<file path="config.mk">
export PLATFORM = sky130hd
export DESIGN_NAME = pipe_hazard_ctrl
export DESIGN_NICKNAME = d
export VERILOG_FILES = /design/src/rtl/arm_pipe_pkg.sv /design/src/rtl/pipe_hazard_ctrl_hazard_detect.sv /design/src/rtl/pipe_hazard_ctrl.sv
export SDC_FILE = /design/constraint.sdc
export NUM_CORES = 1
export LEC_CHECK = 0
export BUFFER_PORTS_ARGS = -buffer_cell sky130_fd_sc_hd__buf_2
export CAP_MARGIN = 10
export CORE_ASPECT_RATIO = 0.5
export CORE_UTILIZATION = 40
export CTS_CLUSTER_DIAMETER = 60
export DETAILED_ROUTE_END_ITERATION = 16
export PLACE_DENSITY_LB_ADDON = 0.12
export SYNTH_ARGS = -nofsm -noshare
export SYNTH_HDL_FRONTEND = slang
export SYNTH_SLANG_ARGS = --single-unit
</file>
<file path="constraint.sdc">
create_clock -name clk -period 3.8 [get_ports clk]
set_input_delay 0.38 -clock clk [delete_from_list [all_inputs] [get_ports clk]]
set_output_delay 0.38 -clock clk [all_outputs]
set_load 0.05 [all_outputs]
</file>
<file path="src/rtl/arm_pipe_pkg.sv">
// Shared types and constants for the ARM pipeline hazard controller.
package arm_pipe_pkg;

  localparam int REG_W = 4;

  typedef enum logic [1:0] {
    RUN      = 2'd0,
    MEM_WAIT = 2'd1,
    FAULT    = 2'd2
  } state_e;

endpackage

</file>
<file path="src/rtl/pipe_hazard_ctrl_hazard_detect.sv">
// RAW hazard detection between the ID instruction and older EX/MEM writers.
// Build option FORWARDING_EN: with forwarding present only load-use stalls remain.
module hazard_detect #(
  parameter int REG_W = arm_pipe_pkg::REG_W
) (
  input  logic [REG_W-1:0] src1_i,
  input  logic [REG_W-1:0] src2_i,
  input  logic             has_src1_i,
  input  logic             has_src2_i,
  input  logic [REG_W-1:0] exe_dest_i,
  input  logic             exe_wb_en_i,
  input  logic             exe_mem_r_en_i,
  input  logic [REG_W-1:0] mem_dest_i,
  input  logic             mem_wb_en_i,
  output logic             hazard_o
);

`ifdef FORWARDING_EN
  // MEM-stage results are always forwardable, so they never stall.
  logic unused_mem;
  assign unused_mem = ^{mem_dest_i, mem_wb_en_i};

  assign hazard_o = exe_mem_r_en_i & exe_wb_en_i &
                    ((has_src1_i & (src1_i == exe_dest_i)) |
                     (has_src2_i & (src2_i == exe_dest_i)));
`else
  logic unused_load;
  logic hz1;
  logic hz2;
  assign unused_load = exe_mem_r_en_i;

  assign hz1 = has_src1_i & ((exe_wb_en_i & (src1_i == exe_dest_i)) |
                             (mem_wb_en_i & (src1_i == mem_dest_i)));
  assign hz2 = has_src2_i & ((exe_wb_en_i & (src2_i == exe_dest_i)) |
                             (mem_wb_en_i & (src2_i == mem_dest_i)));
  assign hazard_o = hz1 | hz2;
`endif

endmodule

</file>
<file path="src/rtl/pipe_hazard_ctrl.sv">
// Stall/flush controller: RAW bubbles, branch squash, memory-wait freeze with
// timeout watchdog and saturating stall counter. Honours FORWARDING_EN via hazard_detect.
module pipe_hazard_ctrl
  import arm_pipe_pkg::state_e, arm_pipe_pkg::RUN, arm_pipe_pkg::MEM_WAIT, arm_pipe_pkg::FAULT;
#(
  parameter int REG_W       = arm_pipe_pkg::REG_W,
  parameter int MEM_TIMEOUT = 64,
  parameter int TO_W        = 8,
  parameter int CNT_W       = 16
) (
  input  logic             clk,
  input  logic             rst,
  input  logic [REG_W-1:0] src1,
  input  logic [REG_W-1:0] src2,
  input  logic             has_src1,
  input  logic             has_src2,
  input  logic [REG_W-1:0] exe_dest,
  input  logic             exe_wb_en,
  input  logic             exe_mem_r_en,
  input  logic [REG_W-1:0] mem_dest,
  input  logic             mem_wb_en,
  input  logic             branch_taken,
  input  logic             mem_req,
  input  logic             mem_ready,
  output logic             freeze_front,
  output logic             freeze_all,
  output logic             flush_if,
  output logic             flush_id,
  output logic             mem_fault,
  output logic [1:0]       state,
  output logic [CNT_W-1:0] stall_cnt
);

  localparam logic [TO_W-1:0] TO_LAST = TO_W'(MEM_TIMEOUT - 1);

  state_e            state_q, state_d;
  logic [TO_W-1:0]   wait_cnt_q, wait_cnt_d;
  logic              fault_q, fault_d;
  logic [CNT_W-1:0]  stall_cnt_q;
  logic              hazard;
  logic              run_rules;

  hazard_detect #(.REG_W(REG_W)) u_hazard_detect (
    .src1_i         (src1),
    .src2_i         (src2),
    .has_src1_i     (has_src1),
    .has_src2_i     (has_src2),
    .exe_dest_i     (exe_dest),
    .exe_wb_en_i    (exe_wb_en),
    .exe_mem_r_en_i (exe_mem_r_en),
    .mem_dest_i     (mem_dest),
    .mem_wb_en_i    (mem_wb_en),
    .hazard_o       (hazard)
  );

  always_comb begin
    freeze_front = 1'b0;
    freeze_all   = 1'b0;
    flush_if     = 1'b0;
    flush_id     = 1'b0;
    run_rules    = 1'b0;
    state_d      = state_q;
    wait_cnt_d   = wait_cnt_q;
    fault_d      = fault_q;
    case (state_q)
      RUN: begin
        if (mem_req & ~mem_ready) begin
          freeze_all = 1'b1;
          state_d    = MEM_WAIT;
          wait_cnt_d = TO_W'(1);
        end else begin
          run_rules = 1'b1;
        end
      end
      MEM_WAIT: begin
        if (mem_ready) begin
          run_rules  = 1'b1;
          state_d    = RUN;
          wait_cnt_d = '0;
        end else begin
          freeze_all = 1'b1;
          if (wait_cnt_q == TO_LAST) begin
            state_d = FAULT;
            fault_d = 1'b1;
          end else begin
            wait_cnt_d = wait_cnt_q + 1'b1;
          end
        end
      end
      FAULT: freeze_all = 1'b1;
      default: begin
        state_d    = RUN;
        wait_cnt_d = '0;
      end
    endcase
    // A taken branch squashes the ID instruction, so its hazard is moot.
    if (run_rules) begin
      if (branch_taken) begin
        flush_if = 1'b1;
        flush_id = 1'b1;
      end else if (hazard) begin
        freeze_front = 1'b1;
        flush_id     = 1'b1;
      end
    end
  end

  always_ff @(posedge clk or negedge rst) begin
    if (!rst) begin
      state_q     <= RUN;
      wait_cnt_q  <= '0;
      fault_q     <= 1'b0;
      stall_cnt_q <= '0;
    end else begin
      state_q    <= state_d;
      wait_cnt_q <= wait_cnt_d;
      fault_q    <= fault_d;
      if ((freeze_front | freeze_all) && (stall_cnt_q != '1))
        stall_cnt_q <= stall_cnt_q + 1'b1;
    end
  end

  assign mem_fault = fault_q;
  assign state     = state_q;
  assign stall_cnt = stall_cnt_q;

endmodule

</file>
==> impl_metrics.csv, run 1 <==
group,metric,value,unit
setup_path,crit_type,"flip-flop to output port",
clocking,clk_pin_slew,0.09,ns
timing,fmax,452,MHz
setup_path,cp_max_fo,9,
route,ant_nets,0,
grt,grt_first_pass_wirelength,5680,µm
synth,syn-num-nets,200,
place,dpl.hpwl,2710,µm
synth,synth.yosys.warnings,0,
timing,slew_headroom,56.1,%
run,max_cap_violations,0,
finish,fin_util,50.8,%
route,dr.pass1.iters,4,
pwr,peakVddDrop,0.219,mV
route,drtIter0Drc,31,
finish,fin_area,1990,µm²
pwr,power.density,454,nW/µm²
setup_path,crit_path_start_kind,"flip-flop",
die,die_area,4400,µm²
outcome,status,"complete, no violations",
place,place_area,1950,µm²
synth,ys_ff_latch,27,
place,io_buffers,47,
route,vias_per_cell,5.21,
route,wirelength,3540,µm
die,die_width,92.8,µm
timing,worst_pin_slew,0.654,ns
pwr,leakage,0.912,nW
timing,drv_slew,0,
route,wl_per_cell,12.8,µm
grt,grt_max_degree,28,
clocking,clkSinkCount,27,
timing,worst_slack,1.59,ns
synth,syn_avg_cell_area,9.59,µm²
timing,period_minus_slack,2.21,ns
route,via_count,1438,
clocking,holdBufCountCts,0,
grt,grt_overflow_total,0,
synth,synth_area,1650,µm²
hold_path,hold_path_class,"input port to asynchronous set/reset pin",
setup_path,worstPathRequired,3.42,ns
clocking,cts_htree_levels,1,
clocking,clock_path_buffers,2,
finish,syn2layout_area_growth,20.9,%
synth,syn_inst,172,
timing,tns,0,ns
finish,fin_nets,251,
setup_path,reg2reg_from,"stall_cnt[0]",
finish,instances_no_fill,276,
die,fp-row-count,16,
clocking,cts_buffers,3,
finish,drive_gt1_share,27.9,%
timing,hold_viol,0,
grt,grtUsageTotal,17.1,%
route,route.detailed.drc,0,
place,place_ws,1.52,ns
timing,setup_violations,0,
synth,seq_area_frac_synth,41.0,%
synth,synthDistinctLibCells,38,
clocking,cts_tree,"yes",
die,core_area,3920,µm²
clocking,clockRootBuffer,"clkbuf_8",
clocking,post_cts_buffers,0,
die,fp.dieH,47.4,µm
timing,fin_crit_sh,58.2,%
clocking,cts-resized-gates,0,
die,ios,49,
timing,timing.hold.ws,0.107,ns
setup_path,cp.arrival,1.83,ns
timing,fin_worst_skew,0.00357,ns
timing,rsz0062_at_grt,"no",
grt,grt_pass1_vias,1289,
finish,diodes,0,
place,dp.cells,272,
clocking,worstSkewPairLatency,0.27,ns
die,start_util,42.0,%
pwr,power,905,µW
setup_path,worstSetupStartpoint,"state[0]",
setup_path,crit_path_end_kind,"output port",
place,place.gp.congestion,0.744,
grt,antenna_found_initial,0,
placed cells by master (no fill, tap or decap), types with 2 or more instances in the layout:
cell       instances
and2_1             2
or3_1              2
buf_2             47
inv_1              7
nor2_1            11
dfrtp_1           27
clkbuf_8           3
o21ai_0           12
a21oi_1            5
a2111oi_2          2
xnor2_1            7
nand2_1           14
a21oi_2            2
o21a_1             2
nor3_1             8
nand4_1            9
mux2_1             2
and3_1             5
nand3_1            9
nor4_1             4
xor2_1            21
nand2b_1           2
ha_1               2
worst max-delay path, cell delays in order (launching register included):
cell and delay, ns:
dfrtp_1 0.47, nor2_1 0.16, o21a_1 0.21, and2b_1 0.24, nand2_1 0.14, inv_1 0.07, buf_2 0.25
cells in the mapped netlist, drive strengths merged:
cell | number | area, µm²
a2111oi | 3 | 38.8
a21oi | 8 | 58.8
a31oi | 1 | 6.26
a32o | 1 | 10.0
and2 | 2 | 12.5
and2b | 1 | 7.51
and3 | 6 | 42.5
and4 | 1 | 11.3
clkbuf | 1 | 3.75
dfrtp | 27 | 676
ha | 2 | 25.0
inv | 8 | 30.0
mux2 | 2 | 22.5
mux2i | 1 | 10.0
nand2 | 14 | 52.6
nand2b | 2 | 12.5
nand3 | 10 | 62.6
nand4 | 10 | 68.8
nor2 | 11 | 41.3
nor3 | 8 | 40.0
nor4 | 5 | 46.3
nor4b | 1 | 8.76
o21a | 2 | 15.0
o21ai | 12 | 60.1
o31a | 1 | 8.76
or2 | 1 | 6.26
or3 | 2 | 12.5
or4b | 1 | 13.8
xnor2 | 7 | 61.3
xor2 | 21 | 184
where the power goes:
part | switching (mW) | total [mW] | leakage, nW | internal [mW]
clock network | 0.0874 | 0.163 | 0.0228 | 0.0751
logic | 0.252 | 0.354 | 0.555 | 0.102
registers | 0.0587 | 0.388 | 0.334 | 0.329
total | 0.398 | 0.905 | 0.912 | 0.507
flip-flops by register name (all words and copies together) (netlist names):
register	cells
mem_fault	1
stall_cnt	16
state	2
wait_cnt_q	8
routing by layer:
metal | share of wire [%] | GRT usage, % | up-vias
met5 | 0 | 0 | -
met4 | 1.1 | 5.23 | 0
met3 | 6.0 | 5.50 | 5
met2 | 47 | 29.6 | 38
met1 | 46 | 21.2 | 674
li1 | - | - | 721
final cells by class:
type	instances	area [µm²]
fill	384	1930
multi-input combinational	136	940
tap	54	67.6
timing repair buffer	47	235
inverter	8	30.0
clock buffer	4	45.0
sequential	27	676
worst paths after layout:
| path | slack, ns | cells after the start | to |
|---|---|---|---|
| max in group asynchronous | 3.29 | 1 | stall_cnt[2] |
| max reg2reg | 1.64 | 5 | stall_cnt[1] |
| min reg2reg | 0.47 | 1 | mem_fault |
| max | 1.59 | 6 | freeze_front |
| min in group clk | 0.32 | 2 | state[0] |
| min | 0.11 | 1 | mem_fault |
cell families (layout without fill, tap and decap cells):
logic type	count (synthesis)	after routing	synth area share, %
compound gates	28	28	12.0
xor+xnor	28	28	14.9
fa+ha+maj	2	2	1.52
buf+inv	9	59	2.05
flops	27	27	41.0
mux	3	3	1.97
simple gates	75	75	26.6
Power figures use the tool's default switching activity.
==> run 2: changes to the inputs <==
==> constraint.sdc (replaced) <==
create_clock -name clk -period 1.9 [get_ports clk]
set_input_delay 0.19 -clock clk [delete_from_list [all_inputs] [get_ports clk]]
set_output_delay 0.19 -clock clk [all_outputs]
set_load 0.05 [all_outputs]
==> run 2 against run 1 <==
  * Design area rose by 15%
  * Critical path type is now flip-flop to flip-flop
  * Core utilization rose by 7.6 points
  * Clock power rose by 110%
  * Critical endpoint is now stall_cnt[15]
  * Final cell count rose by 8.3%
  * Power rose by 120%
  * Count of clock-buffer cells in the layout fell by 1
==> impl_metrics.csv, run 2 (synthesis results as in run 1) <==
group,metric,value,unit
place,dpl.hpwl,2860,µm
route,wl_per_cell,12.5,µm
pwr,leakage,1.03,nW
clocking,clock_path_buffers,2,
setup_path,cpPeakStageDelay,0.42,ns
place,dp.cells,288,
route,route.detailed.drc,0,
setup_path,reg2reg_from,"state[0]",
hold_path,hold_path_class,"input port to flip-flop",
hold_path,hp-start,"mem_ready",
pwr,p_sw,855,µW
place,io_buffers,47,
die,fp.dieH,47.4,µm
hold_path,min_path_cells,2,
finish,layout.cells.most_common,"buf_2",
route,vias_per_cell,5.08,
pwr,clkPwrFrac,17.1,%
run,max_cap_violations,0,
pwr,combPwrFrac,44.9,%
place,place_ws,-0.119,ns
timing,setup_violations,0,
finish,fill_cells,363,
pwr,power.density,867,nW/µm²
grt,grt_first_pass_wirelength,6180,µm
setup_path,crit_buf_inv,2,
setup_path,crit_path_end_kind,"flip-flop",
die,core_area,3920,µm²
outcome,status,"complete, no violations",
timing,fin_crit_sh,97.6,%
timing,drv_slew,0,
hold_path,whs_endpoint,"state[0]",
setup_path,crit_slowest_cell,"dfrtp_4",
timing,slew_headroom,60.1,%
grt,grt_overflow_total,0,
grt,grtUsageTotal,18.4,%
setup_path,cpMostUsedCell,"buf_4",
setup_path,worstPathRequired,2.06,ns
setup_path,reg2reg_to,"stall_cnt[15]",
clocking,cts_buffers,3,
die,ios,49,
clocking,worstSkewPairLatency,0.28,ns
setup_path,reg2reg_depth,8,
pwr,p_int,1.13,mW
timing,fin_worst_skew,0.0106,ns
clocking,cts_tree,"yes",
timing,worst_pin_slew,0.598,ns
finish,largest_register_ffs,16,
finish,fin_nets,274,
timing,fmax,539,MHz
timing,worst_slack,0.0457,ns
grt,antenna_found_initial,0,
finish,fin_util,58.4,%
grt,grt_max_degree,28,
route,dr.pass1.iters,4,
grt,grt_pass1_vias,1360,
setup_path,worstSetupStartpoint,"state[0]",
setup_path,crit_type,"flip-flop to flip-flop",
pwr,peakVddDrop,0.461,mV
place,place.gp.congestion,0.810,
die,die_width,92.8,µm
finish,syn2layout_area_growth,39.0,%
finish,diodes,0,
timing,period_minus_slack,1.85,ns
route,ant_nets,0,
timing,hold_viol,0,
route,via_count,1518,
finish,layout_common_cells,"46 x buf_2, 22 x buf_4, 21 x xor2_1",
die,die_area,4400,µm²
route,wirelength,3750,µm
pwr,switching_share,43.0,%
die,fp-row-count,16,
clocking,clk_pin_slew,0.10,ns
clocking,cts_htree_levels,1,
timing,rsz0062_at_grt,"yes",
pwr,pwr-share-seq,38.1,%
setup_path,cp.arrival,2.01,ns
setup_path,path_depth,8,
clocking,clockRootBuffer,"clkbuf_8",
setup_path,rrSetupSlack,0.05,ns
finish,instances_no_fill,299,
die,start_util,42.0,%
clocking,clkSinkCount,27,
setup_path,crit_path_start_kind,"flip-flop",
setup_path,crit_family,"compound AO/OA/AOI/OAI gates",
setup_path,cp_max_fo,7,
finish,drive_gt1_share,44.5,%
setup_path,crit_path_cell_trace,"nor2_2 -> o21a_1 -> and2b_1 -> buf_4 -> a21oi_2 -> buf_4 -> nor4_4 -> xor2_1",
route,drtIter0Drc,23,
==> run 2: layout make-up <==
class | instances | area, µm² | share of cell area, %
Tap cell | 54 | 67.6 | 2.95
Inverter | 8 | 30.0 | 1.31
Sequential cell | 27 | 693 | 30.2
Timing Repair Buffer | 70 | 417 | 18.2
Multi-Input combinational cell | 136 | 1040 | 45.2
Clock buffer | 3 | 41.3 | 1.80
Clock inverter | 1 | 7.51 | 0.328
==> run 2: timing repair <==
item,in CTS,in global routing
endpoints found under the hold margin,27,0
hold buffers,1,0
gates resized for setup,2,9
pin swaps,0,1
setup endpoints to repair,2,15
buffers inserted,0,6
==> run 2: worst max path at each step <==
stage | endpoint | slack [ns]
after floorplan | stall_cnt[10] | -0.20
after global placement | stall_cnt[10] | -0.04
after detailed placement | stall_cnt[12] | -0.12
after CTS | stall_cnt[10] | 0.007
after global routing | stall_cnt[1] | -0.05
final | stall_cnt[15] | 0.05
==> run 2: metrics by stage <==
step                      total power [mW]  instance area [µm²]  hold WS (ns)  setup TNS [ns]
after floorplan                       1.34                 1700        -0.106          -0.818
after global placement                1.60                 2120         0.242         -0.0489
after detailed placement              1.62                 2120         0.239          -0.260
after CTS                             1.97                 2200         0.102               0
after global routing                  2.12                 2290         0.125          -0.326
final                                 1.99                 2290         0.101               0
==> run 2: per-layer routing <==
layer	GRT usage (%)	up-vias	routed length, µm
met5	0	-	0
met4	3.69	0	19
met3	4.37	4	146
met2	32.9	30	1850
met1	23.7	718	1740
li1	-	766	-
==> run 2: power by group through the flow <==
stage / Combinational [mW] / Clock (mW) / Sequential [mW]
floorplan: 0.281 / 0 / 1.06
global placement: 0.839 / 0 / 0.762
detailed placement: 0.857 / 0 / 0.764
CTS: 0.861 / 0.351 / 0.755
global route: 0.977 / 0.370 / 0.772
finish: 0.892 / 0.340 / 0.757
==> run 3: changes to the inputs <==
--- a/config.mk
+++ b/config.mk
@@ -12,6 +12,7 @@
 export CTS_CLUSTER_DIAMETER = 60
 export DETAILED_ROUTE_END_ITERATION = 16
 export PLACE_DENSITY_LB_ADDON = 0.12
+export SETUP_SLACK_MARGIN = 0.3
 export SYNTH_ARGS = -nofsm -noshare
 export SYNTH_HDL_FRONTEND = slang
 export SYNTH_SLANG_ARGS = --single-unit
==> run 3 against run 2 <==
  * Sequential power decreased by 2%
  * Worst setup slack better by 0.050 ns
  * Design area grew 14%
  * Via count grew 4.4%
  * Critical endpoint is now stall_cnt[10]
  * Hold slack better by 0.0069 ns
  * Highest routed layer unchanged
  * Critical path depth is 2 lower
  * Final cell count increased by 5.4%
  * Combinational power up 17%
  * Die area unchanged
  * Sequential share of layout area is 3.6 points lower
==> impl_metrics.csv, run 3 (synthesis results as in run 1) <==
group,metric,value,unit
outcome,status,"complete, no violations",
grt,grtUsageTotal,19.9,%
timing,fin_worst_skew,0.0102,ns
grt,grt_first_pass_wirelength,6620,µm
place,place_ws,-0.0644,ns
pwr,clkPwrFrac,15.8,%
place,place_area,2210,µm²
finish,layout_common_cells,"43 x buf_2, 33 x buf_4, 21 x xor2_1",
place,dpl.hpwl,2930,µm
clocking,clockRootBuffer,"clkbuf_8",
die,start_util,42.0,%
grt,grt_max_degree,28,
clocking,clkSinkCount,27,
hold_path,hold_path_class,"input port to flip-flop",
pwr,power.density,809,nW/µm²
die,fp.dieH,47.4,µm
finish,syn2layout_area_growth,58.3,%
finish,fin_nets,290,
setup_path,crit_path_start_kind,"flip-flop",
finish,fin_util,66.5,%
timing,slew_headroom,58.8,%
timing,setup_violations,0,
timing,worst_slack,0.0953,ns
setup_path,worstPathRequired,2.07,ns
place,place.gp.congestion,0.729,
die,ios,49,
grt,grt_pass1_vias,1463,
clocking,cts_buffers,3,
finish,diodes,0,
finish,largest_register_ffs,16,
pwr,switching_share,42.8,%
timing,worst_pin_slew,0.618,ns
pwr,peakVddDrop,0.466,mV
clocking,clk_pin_slew,0.10,ns
die,die_width,92.8,µm
route,ant_nets,0,
run,max_cap_violations,0,
route,drtIter0Drc,26,
timing,period_minus_slack,1.80,ns
clocking,cts_tree,"yes",
timing,rsz0062_at_grt,"yes",
route,vias_per_cell,5.03,
route,via_count,1585,
pwr,p_int,1.21,mW
clocking,worstSkewPairLatency,0.28,ns
die,fp-row-count,16,
setup_path,crit_type,"flip-flop to flip-flop",
route,route.detailed.drc,0,
pwr,leakage,1.15,nW
timing,fin_crit_sh,95.0,%
setup_path,crit_path_end_kind,"flip-flop",
setup_path,cp_max_fo,3,
pwr,pwr-share-seq,35.1,%
timing,drv_slew,0,
grt,antenna_found_initial,0,
setup_path,cp.arrival,1.98,ns
finish,fin_area,2610,µm²
timing,hold_viol,0,
route,wl_per_cell,13.2,µm
pwr,combPwrFrac,49.1,%
timing,tns,0,ns
route,wirelength,4150,µm
finish,fill_cells,327,
die,core_area,3920,µm²
place,io_buffers,47,
clocking,cts_htree_levels,1,
pwr,p_sw,904,µW
finish,layout.cells.most_common,"buf_2",
timing,fmax,554,MHz
clocking,clock_path_buffers,2,
route,dr.pass1.iters,4,
die,die_area,4400,µm²
finish,drive_gt1_share,55.6,%
grt,grt_overflow_total,0,
run 3: what timing repair did:
item                       4_1_cts  5_1_grt
resized for setup               34       11
setup buffers                   11        5
pin swaps                       13       14
cloned                           0        0
hold endpoints to repair        27        0
setup endpoints to repair       25       26
hold buffers                     1        0
run 3: final cells by class:
type                       count  area (µm²)  share of cell area, %
sequential                    27         694                   26.6
inverter                       8        33.8                   1.29
multi-input combinational    136        1190                   45.5
clock inverter                 1        5.00                  0.192
timing repair buffer          86         582                   22.3
tap                           54        67.6                   2.59
clock buffer                   3        41.3                   1.58
run 3: worst paths after layout:
path,from,end,slack (ns),cells after the start
max,state[0],stall_cnt[10],0.1,6
min,mem_ready,state[0],0.11,2
max reg2reg,state[0],stall_cnt[10],0.1,6
min reg2reg,mem_fault,mem_fault,0.47,1
max in group asynchronous,rst,stall_cnt[11],1.00,2
min in group asynchronous,rst,state[0],0.45,2
run 3: worst max-delay path, stage by stage, from the launching register on:
cell       delay [ns]
dfrtp_4          0.50
nor2_4           0.09
o21a_1           0.14
and2b_2          0.20
nand2_4          0.08
a2111oi_4        0.36
mux2_4           0.33
run 3: per-stage QoR:
stage	instances	hold WS [ns]	total power, mW
final	315	0.108	2.11
after global routing	315	0.130	2.24
after CTS	310	0.100	2.10
after detailed placement	294	0.245	1.65
after global placement	294	0.246	1.63
after floorplan	172	-0.106	1.35
run 3: power by group through the flow:
stage                     combinational (mW)  clock, mW  sequential, mW
after floorplan                        0.288          0            1.06
after global placement                 0.869          0           0.760
after detailed placement               0.883          0           0.765
after CTS                               1.01      0.348           0.742
after global routing                    1.12      0.366           0.755
final                                   1.04      0.333           0.742
run 3: metal layers:
layer | track usage [%] | routed length [µm] | vias up
li1 | - | - | 799
met1 | 24.4 | 1840 | 746
met2 | 37.4 | 2080 | 36
met3 | 4.05 | 193 | 4
met4 | 5.23 | 35 | 0
met5 | 0 | 0 | -
